File: config.mk
export PLATFORM = sky130hd
export DESIGN_NAME = sync_filter
export DESIGN_NICKNAME = d
export VERILOG_FILES = /design/src/rtl/sync_filter.sv
export SDC_FILE = /design/constraint.sdc
export NUM_CORES = 1
export LEC_CHECK = 0
export BUFFER_PORTS_ARGS = -buffer_cell sky130_fd_sc_hd__buf_2
export CAP_MARGIN = 15
export CORE_MARGIN = 8
export CORE_UTILIZATION = 47
export DETAILED_ROUTE_END_ITERATION = 8
export PLACE_DENSITY = 0.74
export SETUP_SLACK_MARGIN = 0.15
export SYNTH_ARGS = -nofsm -noshare
export SYNTH_HDL_FRONTEND = slang
export SYNTH_SLANG_ARGS = --single-unit
File: constraint.sdc
create_clock -name clk -period 1 [get_ports clk]
set_input_delay 0.2 -clock clk [delete_from_list [all_inputs] [get_ports clk]]
set_output_delay 0.2 -clock clk [all_outputs]
set_load 0.05 [all_outputs]
File: src/rtl/sync_filter.sv
// Purpose : multi-channel async-input synchronizer with a per-channel persistence filter and edge pulses.
// Latency : STAGES + FILTER_LEN clock edges from a stable input change to out_o changing.
// Backpressure: none; free-running level path with no handshake.
//
// Ports:
//   clk      - sole clock, all state updates on its rising edge
//   rst_n    - asynchronous active-low reset; chains and out_o go to RST_VAL, counters and pulses to 0
//   in_i     - WIDTH asynchronous level inputs, one bit per channel
//   out_o    - WIDTH synchronized, filtered levels (registered)
//   rise_o   - one-cycle pulse per channel when out_o accepts a 0->1 change
//   fall_o   - one-cycle pulse per channel when out_o accepts a 1->0 change
//
// Build option: define SYNC_FILTER_EDGE_EN to generate the rise_o/fall_o registers.
// Without it both outputs are tied to 0 and out_o behaves identically.
module sync_filter #(
    parameter int unsigned      WIDTH      = 8,
    parameter int unsigned      STAGES     = 2,
    parameter int unsigned      FILTER_LEN = 4,
    parameter logic [WIDTH-1:0] RST_VAL    = '0
) (
    input  logic             clk,
    input  logic             rst_n,
    input  logic [WIDTH-1:0] in_i,
    output logic [WIDTH-1:0] out_o,
    output logic [WIDTH-1:0] rise_o,
    output logic [WIDTH-1:0] fall_o
);

    // A FILTER_LEN of 1 still needs a 1-bit counter; it simply never leaves 0.
    localparam int unsigned      CNT_W   = (FILTER_LEN > 1) ? $clog2(FILTER_LEN) : 1;
    localparam logic [CNT_W-1:0] CNT_MAX = CNT_W'(FILTER_LEN - 1);

    // ------------------------------------------------------------------
    // Synchronizer chains: plain flop-to-flop, nothing between stages.
    // ------------------------------------------------------------------
    logic [WIDTH-1:0] sync_q [STAGES];
    logic [WIDTH-1:0] sync_s;

    always_ff @(posedge clk or negedge rst_n) begin
        if (!rst_n) begin
            for (int k = 0; k < STAGES; k++) begin
                sync_q[k] <= RST_VAL;
            end
        end else begin
            sync_q[0] <= in_i;
            for (int k = 1; k < STAGES; k++) begin
                sync_q[k] <= sync_q[k-1];
            end
        end
    end

    assign sync_s = sync_q[STAGES-1];

    // ------------------------------------------------------------------
    // Persistence filter. The counter counts consecutive cycles where the
    // synchronized level disagrees with out; any agreement clears it, so a
    // glitch back to the current level throws away the partial count.
    // ------------------------------------------------------------------
    logic [WIDTH-1:0] out_q;
    logic [WIDTH-1:0] out_d;
    logic [CNT_W-1:0] cnt_q [WIDTH];
    logic [CNT_W-1:0] cnt_d [WIDTH];

    always_comb begin
        out_d = out_q;
        for (int i = 0; i < WIDTH; i++) begin
            cnt_d[i] = '0;
            if (sync_s[i] != out_q[i]) begin
                if (cnt_q[i] == CNT_MAX) begin
                    out_d[i] = sync_s[i];
                end else begin
                    cnt_d[i] = cnt_q[i] + 1'b1;
                end
            end
        end
    end

    always_ff @(posedge clk or negedge rst_n) begin
        if (!rst_n) begin
            out_q <= RST_VAL;
            for (int i = 0; i < WIDTH; i++) begin
                cnt_q[i] <= '0;
            end
        end else begin
            out_q <= out_d;
            for (int i = 0; i < WIDTH; i++) begin
                cnt_q[i] <= cnt_d[i];
            end
        end
    end

    assign out_o = out_q;

    // ------------------------------------------------------------------
    // Edge pulses. Derived from the next-state of out so the pulse register
    // updates on the same edge as out_q and is visible in the same cycle.
    // Reset forces both pulses low and out to RST_VAL together, so neither
    // reset entry nor exit can produce a pulse.
    // ------------------------------------------------------------------
`ifdef SYNC_FILTER_EDGE_EN
    logic [WIDTH-1:0] rise_q;
    logic [WIDTH-1:0] fall_q;

    always_ff @(posedge clk or negedge rst_n) begin
        if (!rst_n) begin
            rise_q <= '0;
            fall_q <= '0;
        end else begin
            rise_q <= out_d & ~out_q;
            fall_q <= ~out_d & out_q;
        end
    end

    assign rise_o = rise_q;
    assign fall_o = fall_q;
`else
    assign rise_o = '0;
    assign fall_o = '0;
`endif

endmodule

==> impl_metrics.tcl <==
set metrics [dict create \
    synth_edf_count 0 \
    drv_cap 0 \
    grt_overflow 0 \
    drive_above_1_share_pct 58.8 \
    ctsRootBufferMaster "clkbuf_4" \
    period_minus_slack_ns 1.15 \
    timing.rr.start "out_o[5]$_DFFE_PN0P_" \
    ys_seq_area_share_pct 66.1 \
    wire_per_inst_um 14.1 \
    synth.most_common_cell "dfrtp_1" \
    p_leak_nw 1.06 \
    grt_start_max_net_pins 41 \
    ys_seq_elements 40 \
    worst_path_max_delay_cell "dfrtp_2" \
    path_delay_family "flip-flops" \
    fp.dieH_um 72.8 \
    synth.distinct_cells 8 \
    synth_cells 97 \
    setup.worst_path.class "reg -> out" \
    critical_path_arrival_ns 0.95 \
    timing.rr.end "out_o[5]$_DFFE_PN0P_" \
    rsz0062_at_grt "yes" \
    io-pin-count 34 \
    synth_area_leaders "dfrtp_1 (66%), buf_4 (7.9%), ha_1 (6.6%), mux2_1 (5.9%), nor3_2 (5.3%)" \
    yosys_most_used_dff "dfrtp_1" \
    clock_sinks 40 \
    drc 0 \
    htree_levels 2 \
    gp_congestion 0.646 \
    io_buffers 17 \
    synth_common_cells "dfrtp_1 (40), buf_4 (16)" \
    clock_latency_ns 0.35 \
    syn_to_final_growth_pct 51.5 \
    clockBufferDepth 2 \
    slowest_delay_ns 0.44 \
    syn_avg_cell_area_um2 15.6 \
    hold_viol 0 \
    violations "setup timing" \
    fp-row-count 20 \
    status "complete, but fails checks" \
    pre_cts_ws_ns -0.0141 \
    totalWireLength_um 2790 \
    cp_num_buf_inv 1 \
    grt_pass1_wl_um 4770 \
    vias 860 \
    rr_worst_depth 3 \
    diodes 0 \
    nFillCells 198 \
    fp.dieW_um 72.8 \
    async_flop_share_pct 100 \
    drv_slew 0 \
    cts.clk_slew.worst_paths_ns 0.12 \
    fmax_mhz 867 \
    hold_path_class "in -> async" \
    antenna_left 0 \
    grt_use_total_pct 12.1 \
    viasPerCell 4.37 \
    start_util_pct 49.6 \
    grt_pass1_vias 987 \
    syn-cell-area_um2 1520 \
    power.density_nw_per_um2 3060 \
    critPathMaxFanout 2 \
    ys.warnings.count 0 \
    synth_top_area_share_pct 66.1 \
    drt_iter0_markers 27 \
    r2r_setup_slack_ns -0.05 \
    clock_skew_ns 0.0160 \
    synth_top_cell_by_area "dfrtp_1" \
    dp.cells 160 \
    fin_nets 170 \
    critPathLaunchType "register" \
    crit_chain "buf_6" \
    worst_setup_path_end_kind "output pin" \
    setup_viol_count_final 16 \
    timing.final.crit_share_pct 115 \
    cp.required_ns 0.80 \
    core_um2 3050 \
    final_cells 197 \
    dpl.hpwl_um 1750 \
    grt_antenna_before_repair 0 \
    fin_ws_ns -0.153 \
    vdd_drop_max_mv 1.86 \
    cts_tree "built" \
    dr.pass1.iters 2 \
    cts_buffers 5 \
    dieArea_um2 5300 \
]
## sequential cells by signal (all words and copies together) (netlist names)
name    flops
cnt_q      16
out_o       8
sync_q      8
sync_s      8
## cell families (layout without fill, tap and decap cells)
group / count (synthesis) / in the layout / synth area share, %
mux: 8 / 8 / 5.95
fa+ha+maj: 8 / 8 / 6.61
other cells: 1 / 16 / 0.247
simple gates: 16 / 16 / 8.59
buf+inv: 16 / 57 / 7.93
xor+xnor: 8 / 8 / 4.62
flops: 40 / 40 / 66.1
## repair_timing
item,in CTS,in global routing
endpoints found under the hold margin,48,0
gates resized for setup,30,15
setup buffers,14,6
pin swaps,3,4
hold buffers,9,0
endpoints found under the setup margin,28,32
## cell type report
class	instances	area, µm²	share of cell area (%)
Multi-Input combinational cell	56	728	31.7
Timing Repair Buffer	49	448	19.5
Clock inverter	2	12.5	0.545
Clock buffer	6	41.3	1.80
Sequential cell	40	1010	44.0
Tap cell	44	55.1	2.40
## cell usage in the layout (no fill, tap or decap)
| cell type | instances |
|---|---|
| clkinv_2 | 1 |
| nor2b_2 | 1 |
| mux2_4 | 8 |
| nor2b_1 | 5 |
| dfrtp_1 | 32 |
| clkinvlp_4 | 1 |
| dfrtp_2 | 8 |
| buf_12 | 1 |
| xnor2_4 | 8 |
| nor3_2 | 8 |
| conb_1 | 16 |
| nor2b_4 | 2 |
| clkbuf_1 | 1 |
| clkbuf_4 | 5 |
| buf_2 | 9 |
| ha_2 | 2 |
| ha_4 | 6 |
| buf_6 | 18 |
| buf_4 | 12 |
| dlygate4sd3_1 | 9 |
## stage by stage
step           cell area [µm²]  TNS, ns  power, mW  hold WS (ns)  util (%)
6_report                  2300    -1.24       7.02         0.347      75.2
5_1_grt                   2300    -1.94       7.45         0.350      75.2
4_1_cts                   2160    -1.19       6.57         0.326      70.8
3_5_place_dp              1750  -0.0141       4.76         0.184      57.2
3_3_place_gp              1750        0       4.57         0.178      57.2
2_1_floorplan             1690        0       4.24       -0.0956         -
## worst max path at each step
stage | start | to | slack [ns] | cells after the start
floorplan | cnt_q[14]$_DFF_PN0_ | out_o[0]$_DFFE_PN0P_ | 0.04 | 2
global placement | cnt_q[6]$_DFF_PN0_ | out_o[4]$_DFFE_PN0P_ | 0.01 | 2
detailed placement | cnt_q[0]$_DFF_PN0_ | out_o[7]$_DFFE_PN0P_ | -0.01 | 2
CTS | out_o[5]$_DFFE_PN0P_ | out_o[5] | -0.16 | 1
global route | out_o[3]$_DFFE_PN0P_ | out_o[3] | -0.20 | 1
finish | out_o[1]$_DFFE_PN0P_ | out_o[1] | -0.15 | 1
## per-layer routing
metal | up-vias | track usage (%) | part of all wire, %
met4 | 0 | 6.00 | 0.97
met2 | 19 | 21.0 | 57
met1 | 442 | 12.3 | 36
met3 | 2 | 4.67 | 5.2
met5 | - | 0 | 0
li1 | 397 | - | -
## where the power goes
part	switching, mW	internal [mW]
clock	0.508	0.271
sequential	0.377	2.11
combinational	1.69	2.07
total	2.57	4.45
(Power assumes the default switching activity.)
